## src/rtl/lcd_panel_responder.sv

```systemverilog
// Panel end of an HD44780-style LCD bus: decodes e/rs/rw strobes and holds DDRAM, AC, mode flags and the busy flag.
// Optional LCD_BUSY_CHECK_EN enables the sticky protocol_err flag; when it is undefined, protocol_err is tied low.
module lcd_panel_responder #(
  parameter int unsigned CLK_FREQ    = 15,
  parameter int unsigned DDRAM_DEPTH = 80,
  parameter int unsigned T_POWERUP   = 400,
  parameter int unsigned T_EXEC      = 37,
  parameter int unsigned T_CLEAR     = 152
) (
  input  logic       clk,
  input  logic       rst,
  input  logic       e,
  input  logic       rs,
  input  logic       rw,
  input  logic [7:0] lcd_data_in,
  output logic [7:0] lcd_data_out,
  output logic       lcd_data_oe,
  output logic       busy_flag,
  output logic [6:0] addr_counter,
  output logic [6:0] display_offset,
  output logic       disp_on,
  output logic       cursor_on,
  output logic       blink_on,
  output logic       inc_dec,
  output logic       entry_shift,
  output logic       lines_2,
  output logic       font_5x10,
  output logic       protocol_err
);

  localparam int unsigned PWR_CYC = T_POWERUP * CLK_FREQ;
  localparam int unsigned EXEC_CYC = T_EXEC * CLK_FREQ;
  localparam int unsigned CLR_CYC = T_CLEAR * CLK_FREQ;
  localparam int unsigned MAX_A = (PWR_CYC > CLR_CYC) ? PWR_CYC : CLR_CYC;
  localparam int unsigned MAX_CYC = (MAX_A > EXEC_CYC) ? MAX_A : EXEC_CYC;
  localparam int unsigned CW = $clog2(MAX_CYC + 1);
  localparam logic [6:0] LAST = 7'(DDRAM_DEPTH - 1);

  // AC and display offset wrap at the ends of the DDRAM address range.
  function automatic logic [6:0] step_wrap(input logic [6:0] v, input logic up);
    if (up) return (v == LAST) ? 7'd0 : v + 7'd1;
    else    return (v == 7'd0) ? LAST : v - 7'd1;
  endfunction

  logic          r_e_d;
  logic          r_rs;
  logic          r_rw;
  logic [7:0]    r_data;
  logic [CW-1:0] r_busy_cnt;
  logic [6:0]    r_ac;
  logic [6:0]    r_offset;
  logic          r_disp_on, r_cursor_on, r_blink_on;
  logic          r_inc_dec, r_entry_shift, r_lines_2, r_font_5x10;
  logic          r_fill_active;
  logic [6:0]    r_fill_addr;
  logic [7:0]    r_ddram [DDRAM_DEPTH];

  logic w_commit;
  logic w_busy;
  logic w_wr_ok;
  logic w_data_wr;

  assign w_commit  = r_e_d & ~e;
  assign w_busy    = (r_busy_cnt != '0);
  assign w_wr_ok   = w_commit & ~r_rw & ~w_busy;
  assign w_data_wr = w_wr_ok & r_rs;

  // Last values seen while e was high are what the falling edge commits.
  always_ff @(posedge clk) begin
    if (rst) begin
      r_e_d  <= 1'b0;
      r_rs   <= 1'b0;
      r_rw   <= 1'b0;
      r_data <= 8'h00;
    end else begin
      r_e_d <= e;
      if (e) begin
        r_rs   <= rs;
        r_rw   <= rw;
        r_data <= lcd_data_in;
      end
    end
  end

  always_ff @(posedge clk) begin
    if (rst) begin
      r_busy_cnt    <= CW'(PWR_CYC);
      r_ac          <= 7'd0;
      r_offset      <= 7'd0;
      r_disp_on     <= 1'b0;
      r_cursor_on   <= 1'b0;
      r_blink_on    <= 1'b0;
      r_inc_dec     <= 1'b0;
      r_entry_shift <= 1'b0;
      r_lines_2     <= 1'b0;
      r_font_5x10   <= 1'b0;
      r_fill_active <= 1'b0;
      r_fill_addr   <= 7'd0;
    end else begin
      if (r_fill_active) begin
        if (r_fill_addr == LAST) r_fill_active <= 1'b0;
        r_fill_addr <= r_fill_addr + 7'd1;
      end
      if (w_busy) r_busy_cnt <= r_busy_cnt - CW'(1);
      if (w_wr_ok) begin
        r_busy_cnt <= CW'(EXEC_CYC);
        if (r_rs) begin
          r_ac <= step_wrap(r_ac, r_inc_dec);
          if (r_entry_shift) r_offset <= step_wrap(r_offset, r_inc_dec);
        end else begin
          casez (r_data)
            8'b1???????: r_ac <= (r_data[6:0] >= 7'(DDRAM_DEPTH)) ? 7'd0 : r_data[6:0];
            8'b01??????: begin end
            8'b001?????: begin
              r_lines_2   <= r_data[3];
              r_font_5x10 <= r_data[2];
            end
            8'b0001????: begin
              if (r_data[3]) r_offset <= step_wrap(r_offset, r_data[2]);
              else           r_ac     <= step_wrap(r_ac, r_data[2]);
            end
            8'b00001???: begin
              r_disp_on   <= r_data[2];
              r_cursor_on <= r_data[1];
              r_blink_on  <= r_data[0];
            end
            8'b000001??: begin
              r_inc_dec     <= r_data[1];
              r_entry_shift <= r_data[0];
            end
            8'b0000001?: begin
              r_ac     <= 7'd0;
              r_offset <= 7'd0;
            end
            8'b00000001: begin
              r_busy_cnt    <= CW'(CLR_CYC);
              r_ac          <= 7'd0;
              r_offset      <= 7'd0;
              r_inc_dec     <= 1'b1;
              r_fill_active <= 1'b1;
              r_fill_addr   <= 7'd0;
            end
            default: begin end
          endcase
        end
      end else if (w_commit && r_rw && r_rs) begin
        r_ac <= step_wrap(r_ac, r_inc_dec);
      end
    end
  end

  // DDRAM survives reset; the clear fill runs under busy, so it never collides with a data write.
  always_ff @(posedge clk) begin
    if (!rst) begin
      if (w_data_wr)          r_ddram[r_ac]        <= r_data;
      else if (r_fill_active) r_ddram[r_fill_addr] <= 8'h20;
    end
  end

  assign lcd_data_oe = r_e_d & r_rw;

  always_comb begin
    lcd_data_out = 8'h00;
    if (lcd_data_oe) lcd_data_out = r_rs ? r_ddram[r_ac] : {w_busy, r_ac};
  end

`ifdef LCD_BUSY_CHECK_EN
  logic r_perr;
  // e is sampled on clk, so a pulse shorter than one cycle is never captured and cannot be flagged.
  always_ff @(posedge clk) begin
    if (rst)                              r_perr <= 1'b0;
    else if (w_commit && !r_rw && w_busy) r_perr <= 1'b1;
  end
  assign protocol_err = r_perr;
`else
  assign protocol_err = 1'b0;
`endif

  assign busy_flag      = w_busy;
  assign addr_counter   = r_ac;
  assign display_offset = r_offset;
  assign disp_on        = r_disp_on;
  assign cursor_on      = r_cursor_on;
  assign blink_on       = r_blink_on;
  assign inc_dec        = r_inc_dec;
  assign entry_shift    = r_entry_shift;
  assign lines_2        = r_lines_2;
  assign font_5x10      = r_font_5x10;

endmodule

```

## config.mk

```make
export PLATFORM = sky130hd
export DESIGN_NAME = lcd_panel_responder
export DESIGN_NICKNAME = d
export VERILOG_FILES = /design/src/rtl/lcd_panel_responder.sv
export SDC_FILE = /design/constraint.sdc
export NUM_CORES = 1
export LEC_CHECK = 0
export ABC_AREA = 1
export ABC_CLOCK_PERIOD_IN_PS = 6700
export CAP_MARGIN = 40
export CORE_ASPECT_RATIO = 1.5
export CORE_MARGIN = 2
export CORE_UTILIZATION = 45
export CTS_CLUSTER_DIAMETER = 80
export DETAILED_ROUTE_END_ITERATION = 8
export GPL_TIMING_DRIVEN = 0
export SETUP_SLACK_MARGIN = 0.15
export SYNTH_ARGS = -nofsm -noshare
export SYNTH_HDL_FRONTEND = slang
export SYNTH_SLANG_ARGS = --single-unit
```

## constraint.sdc

```tcl
create_clock -name clk -period 6.7 [get_ports clk]
set_clock_uncertainty 0.05 [all_clocks]
set_input_delay 1.34 -clock clk [delete_from_list [all_inputs] [get_ports clk]]
set_output_delay 1.34 -clock clk [all_outputs]
set_load 0.005 [all_outputs]
```

[Word level (Yosys, flattened, before mapping)]
Memories as Yosys holds them, arrays and structs flattened. A register that Yosys moved wholly into a read port is not among the register bits.
Cells that the tools add are included.
Storage, ports and cells
  bits in registers: 53
  bits in writable memories: 640
  bits of input ports: 13
  output and inout bits: 32
  word-level logic and storage cells: 109
  memories: 1
Cells by class
  add/subtract/negate cells: 6
  order comparisons: 1
  equal/unequal tests: 13
  multiplexer cells: 46
  bitwise gates (word level): 9
  reductions and logical operators: 17
Memory list
  r_ddram: depth 80, width 8, rd ports 1, clocked after Yosys merged registers in 1, write ports 1, line 56  | logic [7:0] r_ddram [DDRAM_DEPTH];
Operators by type and width (number)
  7-bit 2-to-1 mux: 23
  13-bit 2-to-1 mux: 2
  12-bit 2-to-1 mux: 2
  8-bit 2-to-1 mux: 3
  7-bit by 1-bit adder with 7-bit output, second input constant: 3
  7-bit == test, second input constant: 3
  7-bit case mux with 3 select lines: 1
  3-bit AND reduction: 5
  7-bit logical NOT: 2
  7-bit case mux with 2 select lines: 1
  7-bit by 1-bit subtractor with 7-bit output, second input constant: 2
  1-bit 2-to-1 mux: 13
  13-bit nonzero test: 1
  13-bit by 1-bit subtractor with 13-bit output, second input constant: 1
  8-bit by 1-bit == test with 1-bit output, second input constant: 1
  8-bit OR reduction: 1
  7-bit by 1-bit == test with 1-bit output, second input constant: 1
  7-bit greater-or-equal comparator, second input constant: 1
  6-bit by 1-bit == test with 1-bit output, second input constant: 1
  2-bit nonzero test: 3
  1-bit AND: 5
  5-bit by 1-bit == test with 1-bit output, second input constant: 1
  5-bit by 4-bit inequality test with 1-bit output, second input constant: 1
  4-bit by 1-bit == test with 1-bit output, second input constant: 1
  other kinds (10): 14

[Logic depth before layout (Yosys ltp)]
  word-level depth: 10
  mapped depth: 15
  mapped depth without buffers: 14

[Least setup slack after synthesis]
OpenSTA, ideal clock, no wires.
  path kind: input -> register
  from: input e
  to: memory r_ddram[0][0] (data pin)
  library setup time: 573 ps
  data arrival time: 3945 ps
  required time: 6077 ps
  path slack: 2132 ps
  stages: 7
  path buffers: 0
  cells stage by stage: nor2_1 > nand2_1 > nor2_8 > nand2_4 > nand2_8 > inv_2 > nor2_1
On the way
  longest elaborated chain between the ends: 10
Ends and longest elaborated chain
  start: declaration: line 12  | input logic e,
  1-bit inverter: line 63  | assign w_commit = r_e_d & ~e;
  1-bit AND: line 63
  1-bit AND (2 in a row): line 65  | assign w_wr_ok = w_commit & ~r_rw & ~w_busy;
  1-bit AND: line 66  | assign w_data_wr = w_wr_ok & r_rs;
  1-bit 2-to-1 mux: line 155  | if (w_data_wr) r_ddram[r_ac] <= r_data;
  1-bit 2-to-1 mux: line 154  | if (!rst) begin
  1-bit 2-to-1 mux (not written as such): line 156  | else if (r_fill_active) r_ddram[r_fill_addr] <= 8'h20;
  8-bit OR reduction (no source line)
  8-bit 2-to-1 mux (no source line)
  end: declaration: line 56
No other way between the ends.

==> qor.yml <==
synth:
  synth_area_leaders: "edfxtp_1 (65%), nand2_1 (9.4%), nand3_1 (8.2%)"
  synthCells: 2718
  synth.most_common_cell: "nand2_1"
  synth.distinct_cells: 52
  ys_warn_count: 0
  synth_top_area_share_pct: 64.7
  synth.largest_area_cell: "edfxtp_1"
  ys_ff_latch: 700
  syn_area_per_cell_um2: 10.9
  synth-main-ff-cell: "edfxtp_1"
  async_reset_ff_share_pct: 0
  synth_area_um2: 29700
  syn-num-nets: 2739
  synth_common_cells: "nand2_1 (740), edfxtp_1 (640), nand3_1 (488), nor2_1 (226)"
  ys_seq_area_share_pct: 68.8
  synth-edff-count: 640
clock_tree:
  root_buffer: "clkbuf_16"
  post_cts_resized: 0
  cts_hold_buf: 0
  cts_tree: "yes"
  cts_setup_buffers: 0
  h-tree-depth: 2
  clk_pin_slew_worst_paths_ns: 0.07
  clock_latency_ns: 0.63
  cts_sinks: 700
  clockBufferDepth: 3
  cts_inserted_buffers: 61
routing:
  routed_via_density: 5.69
  wirelength_um: 89800
  num_vias: 21600
  dr.pass1.iters: 8
  drc_errors: 0
  wire_per_inst_um: 23.7
  initialDrtViolationCount: 2122
  ant_nets: 0
hold_path:
  hold_start: "r_busy_cnt[0]"
  min_path_type: "register to register"
setup_path:
  path_cells: "buf_2 > clkinv_1 > clkbuf_1 > clkbuf_1 > nand2_1 > nand3_1 > nand3_1 > nand2_1 > nand2_1 > nand3_1 > nand3_1 > nand3_1 > nand2_1 > a21oi_1 > clkdlybuf4s50_1"
  crit_type: "register to primary output"
  max_stage_delay_ns: 0.59
  path_max_fanout: 10
  end_kind: "primary output"
  cpMaxStageDelayCell: "clkbuf_1"
  worst_ep_arrival_time_ns: 4.44
  start_kind: "register"
  path_common_cell: "nand3_1"
  timing.rr.start: "r_busy_cnt[0]"
  crit_required_ns: 5.31
timing:
  timing.final.crit_share_pct: 87.0
  final-max-slew-violation-count: 0
  rsz0062_at_grt: "false"
  hold_violations: 0
  maxSlewHeadroom_pct: 38.9
  layout_min_cycle_time_ns: 5.83
  setup_viol_count_final: 0
  holdWs_ns: 0.422
  fmax_ghz: 0.172
  tightest_slew_ns: 0.913
global_route:
  antenna_found_initial: 1
  overflow: 0
  grt_max_degree: 53
  first_global_vias: 21500
  grt_pass1_wl_um: 133000
  grt_use_total_pct: 26.6
die:
  dieArea_um2: 68100
  num_io_pins: 45
  initial_core_util_pct: 45.3
  rows: 115
  core-area_um2: 65500
  fp.dieW_um: 214
  fp.dieH_um: 319
power_and_ir_drop:
  total_power_w: 0.00884
  power.density_nw_per_um2: 260
  irDropWorstVdd_uv: 218
  p_leak_nw: 11.9
place:
  port_buffers: 42
  place.gp.congestion: 0.999
  hpwl_um: 63800
  dpl_cell_area_um2: 31900
  placed_cells: 3676
cells_and_area:
  final_cell_area_um2: 34100
  num_antenna_cells: 0
  ff_latch_area_um2: 20400
  nets: 2883
  final_core_util_pct: 52.0
  syn_to_final_growth_pct: 14.7
  stdcell_count: 3789
  drive_gt1_share_pct: 7.18
  fillers: 5724
  multi_input_area_um2: 8430
outcome:
  outcome: "finished clean"
flow_run:
  maxCapViolCount: 0
==> cell families after synthesis <==
family,count (synthesis),synth area share (%)
AND/OR/NAND/NOR,1521,22.5
other,1,0.0126
adder cells (fa/ha/maj),8,0.337
buffers and inverters,229,3.02
AO/OA/AOI/OAI,242,4.88
flip-flops,700,68.8
XOR/XNOR,17,0.502
==> final cells by class <==
class	instances	share of cell area, %
Clock inverter	44	1.53
Timing Repair Buffer	81	3.21
Clock buffer	69	4.70
Multi-Input combinational cell	1789	24.8
Sequential cell	700	60.0
Tap cell	877	3.22
Buffer	157	1.83
Inverter	72	0.808
==> cells in the final DEF (no fill, tap or decap), types with 12 or more instances in the layout <==
cell,instances
nand2_1,739
edfxtp_1,640
nand3_1,488
nor2_1,219
clkbuf_1,126
o21ai_0,120
clkbuf_16,63
dfxtp_1,60
inv_1,59
a21oi_1,47
clkdlybuf4s50_1,42
buf_1,27
o221ai_1,23
nor3_1,16
clkinv_1,13
nor2_4,12
buf_4,12
clkinv_2,12
buf_16,12
==> metal layers <==
metal	vias up	part of all wire (%)	global-route usage (%)	wire (um)
met1	10500	36	30.9	32300
li1	9848	-	-	-
met5	-	0.014	0	13
met3	269	6.4	3.57	5770
met4	2	6.3	15.1	5640
met2	939	51	46.8	46100
==> worst max-delay path, delay by kind of cell (launching register included) <==
kind,cells,cell delay (ns)
AO/OA/AOI/OAI,1,0.21
buffers and inverters,5,2.04
AND/OR/NAND/NOR,9,1.23
flip-flops,1,0.30
==> metrics by stage <==
| stage | setup TNS, ns | setup slack, ns |
|---|---|---|
| 4_1_cts | 0 | 0.901 |
| 6_report | 0 | 0.871 |
| 5_1_grt | 0 | 0.681 |
| 3_3_place_gp | -1205.92 | -2.49 |
| 3_5_place_dp | 0 | 1.49 |
| 2_1_floorplan | 0 | 2.13 |
==> state kept, by name, summed over array words and instances (netlist names), named ones only <==
| name | flops |
|---|---|
| r_ddram | 640 |
| inc_dec | 1 |
| r_fill_addr | 7 |
| r_data | 8 |
| lines_2 | 1 |
| r_e_d | 1 |
| addr_counter | 7 |
| entry_shift | 1 |
| font_5x10 | 1 |
| r_rs | 1 |
| disp_on | 1 |
| blink_on | 1 |
| display_offset | 7 |
| cursor_on | 1 |
| r_busy_cnt | 13 |
| r_fill_active | 1 |
| r_rw | 1 |
==> report_power, final <==
| part | switching [W] | leakage (nW) | internal, W |
|---|---|---|---|
| combinational | 0.000206 | 4.51 | 0.0000815 |
| clock | 0.00162 | 1.04 | 0.00214 |
| sequential | 0.00000707 | 6.33 | 0.00479 |
==> path summary, 6_finish.rpt <==
kind                endpoint  slack, ns  cells past startpoint
max          lcd_data_out[3]       0.87                     15
min            r_busy_cnt[0]       0.42                      2
max reg2reg   r_ddram[47][7]       2.79                     11
min reg2reg    r_busy_cnt[0]       0.42                      2
Note: power is estimated with default switching activity, not from simulation.
==> variant, RTL diff (same flow settings) <==
`T_POWERUP`: 400 -> 100.
--- a/src/rtl/lcd_panel_responder.sv
+++ b/src/rtl/lcd_panel_responder.sv
@@ -3,7 +3,7 @@
 module lcd_panel_responder #(
   parameter int unsigned CLK_FREQ    = 15,
   parameter int unsigned DDRAM_DEPTH = 80,
-  parameter int unsigned T_POWERUP   = 400,
+  parameter int unsigned T_POWERUP   = 100,
   parameter int unsigned T_EXEC      = 37,
   parameter int unsigned T_CLEAR     = 152
 ) (
Check against the original RTL: same outputs for any inputs over 4 cycles, from zero or initial values and one cycle with rst high; that may be too few to reach the edited logic, so the function may still have changed.
==> variant against the unedited design <==
  * First-iteration DRC count rose by 3.1%
  * Setup slack got worse by 0.25 ns
  * Total power fell by 1.4%
  * Area after synthesis did not move
  * Largest power group unchanged
  * Sequential cell count fell by 1
  * Critical path type unchanged
  * Final area fell by 0.16%
  * Maximum frequency fell by 4.1%
  * Sequential power barely moved
  * Critical path depth fell by 1
  * Via count rose by 0.71%
  * Largest cell class unchanged
  * Wire length rose by 2.5%
==> variant: results (changes against the unedited design) <==
- Cells after DPL: 3681 (+0.14%)
- Routed met3 length: 5580 um (-3.3%)
- GRT Util Overall: 0.272 (+0.00528)
- Hold path startpoint: r_busy_cnt[7]
- Pre-Repair DR Iteration Count: 7 (-1)
- Post-place setup slack: 1.39 ns (-0.0966 ns)
- # fillers: 5696 (-0.49%)
- Largest registers ranked by flip-flop count: r_ddram: 640 flops, r_busy_cnt: 12 flops, r_data: 8 flops
- Status: finished, final reports clean
- Worst path arrival time: 4.69 ns (+0.25 ns)
- Top Family by Delay on Critical Path: buffers and inverters
- Post-synth top cells: nand2_1 (754), edfxtp_1 (640), nand3_1 (499), nor2_1 (211), o21ai_0 (116)
- Netlist cell types: 50 (-3.8%)
- DP Wirelength: 66200 um (+3.7%)
- CP max-delay cell: clkbuf_1
- Fraction of layout cells with a size suffix above 1: 0.0737 (+0.00191)
- CP max stage delay: 0.67 ns (+0.08 ns)
- Met2 WL post-DR: 48000 um (+4.1%)
- Top Layer Used: met5
- Area contributors post-synth: edfxtp_1 (65%), nand2_1 (9.5%), nand3_1 (8.4%)
- Nets: 2889 (+0.21%)
- First-pass GRT wire length: 134000 um (+1.2%)
- Post-Route WL: 92000 um (+2.5%)
- Worst R2R Start: r_busy_cnt[0]
- I/O Buffers: 43 (+2.4%)
- DP Area: 32000 um2 (about the same)
- Largest net degree at the start of global routing: 61 (+15%)
- Gp weighted congestion: 1.03 (+3.3%)
- Syn nets: 2742 (+0.11%)
- Routed wire length per instance: 24.2 um (+2.3%)
- Worst VDD drop: 0.000266 V (+22%)
- M1 WL: 32700 um (+1.3%)
- Syn Area/Cell: 10.9 um2 (about the same)
- Initial DRC count: 2187 (+3.1%)
- Number of global-route vias before repair: 21.3k (-1.2%)
- Clock Root Buffer: clkbuf_16
- Seq/Total Area, Yosys: 0.687 (about the same)
- Pleak: 12.0 nW (+0.86%)
- Relative slew slack: 0.383 (-0.00624)
- Total number of vias: 21.7k (+0.71%)
- Asr flop ratio synth: 0 (unchanged)
variant: cell count changes after synthesis, sizes merged, moves of 5 or more:
cell and change:
nor2 -16, nand3 +11, o21ai -7, nor3 -7, clkbuf -14, nand2 +13, buf +12, xnor2 -5
nand4 +5
variant: logic make-up (layout without fill, tap and decap cells):
group / Yosys count / after routing / share of synthesized area
compound gates: 240 / 240 / 0.0485
xor+xnor: 13 / 13 / 0.00384
fa+ha+maj: 9 / 9 / 0.00379
buf+inv: 231 / 429 / 0.0311
flops: 699 / 699 / 0.687
mux: 1 / 1 / 0.000379
other cells: 1 / 1 / 0.000126
simple gates: 1526 / 1526 / 0.225
variant: worst register-to-register path: stages (launching register included):
cell and delay (ns):
dfxtp_1 0.32, inv_1 0.12, ha_1 0.24, nand3_2 0.11, nor3_4 0.18, nand3_2 0.17
a21oi_4 0.55, nand4_2 0.62, nor2_1 0.89
variant: per-layer routing:
layer	global-route usage	up-vias
met5	0	-
met3	0.0318	271
met2	0.488	1007
li1	-	9873
met4	0.153	2
met1	0.310	10573
variant: final timing paths:
kind | end | slack (ns) | cells after the start
min | r_busy_cnt[7] | 0.42 | 2
max reg2reg | r_ddram[21][7] | 3.06 | 8
max | lcd_data_out[4] | 0.62 | 14
min reg2reg | r_busy_cnt[7] | 0.42 | 2
variant: cell type report:
class                           instances  area, um2  area share
Clock buffer                           77       1630      0.0479
Timing Repair Buffer                   84       1110      0.0326
Tap cell                              877       1100      0.0323
Multi-Input combinational cell       1790       8420       0.248
Buffer                                155        628      0.0185
Sequential cell                       699      20400       0.600
Clock inverter                         37        424      0.0125
Inverter                               76        295     0.00868
variant: power breakdown:
group / switching (mW) / total (mW) / internal (mW)
Clock: 1.60 / 3.67 / 2.07
Combinational: 0.192 / 0.269 / 0.0775
Sequential: 0.00677 / 4.79 / 4.78
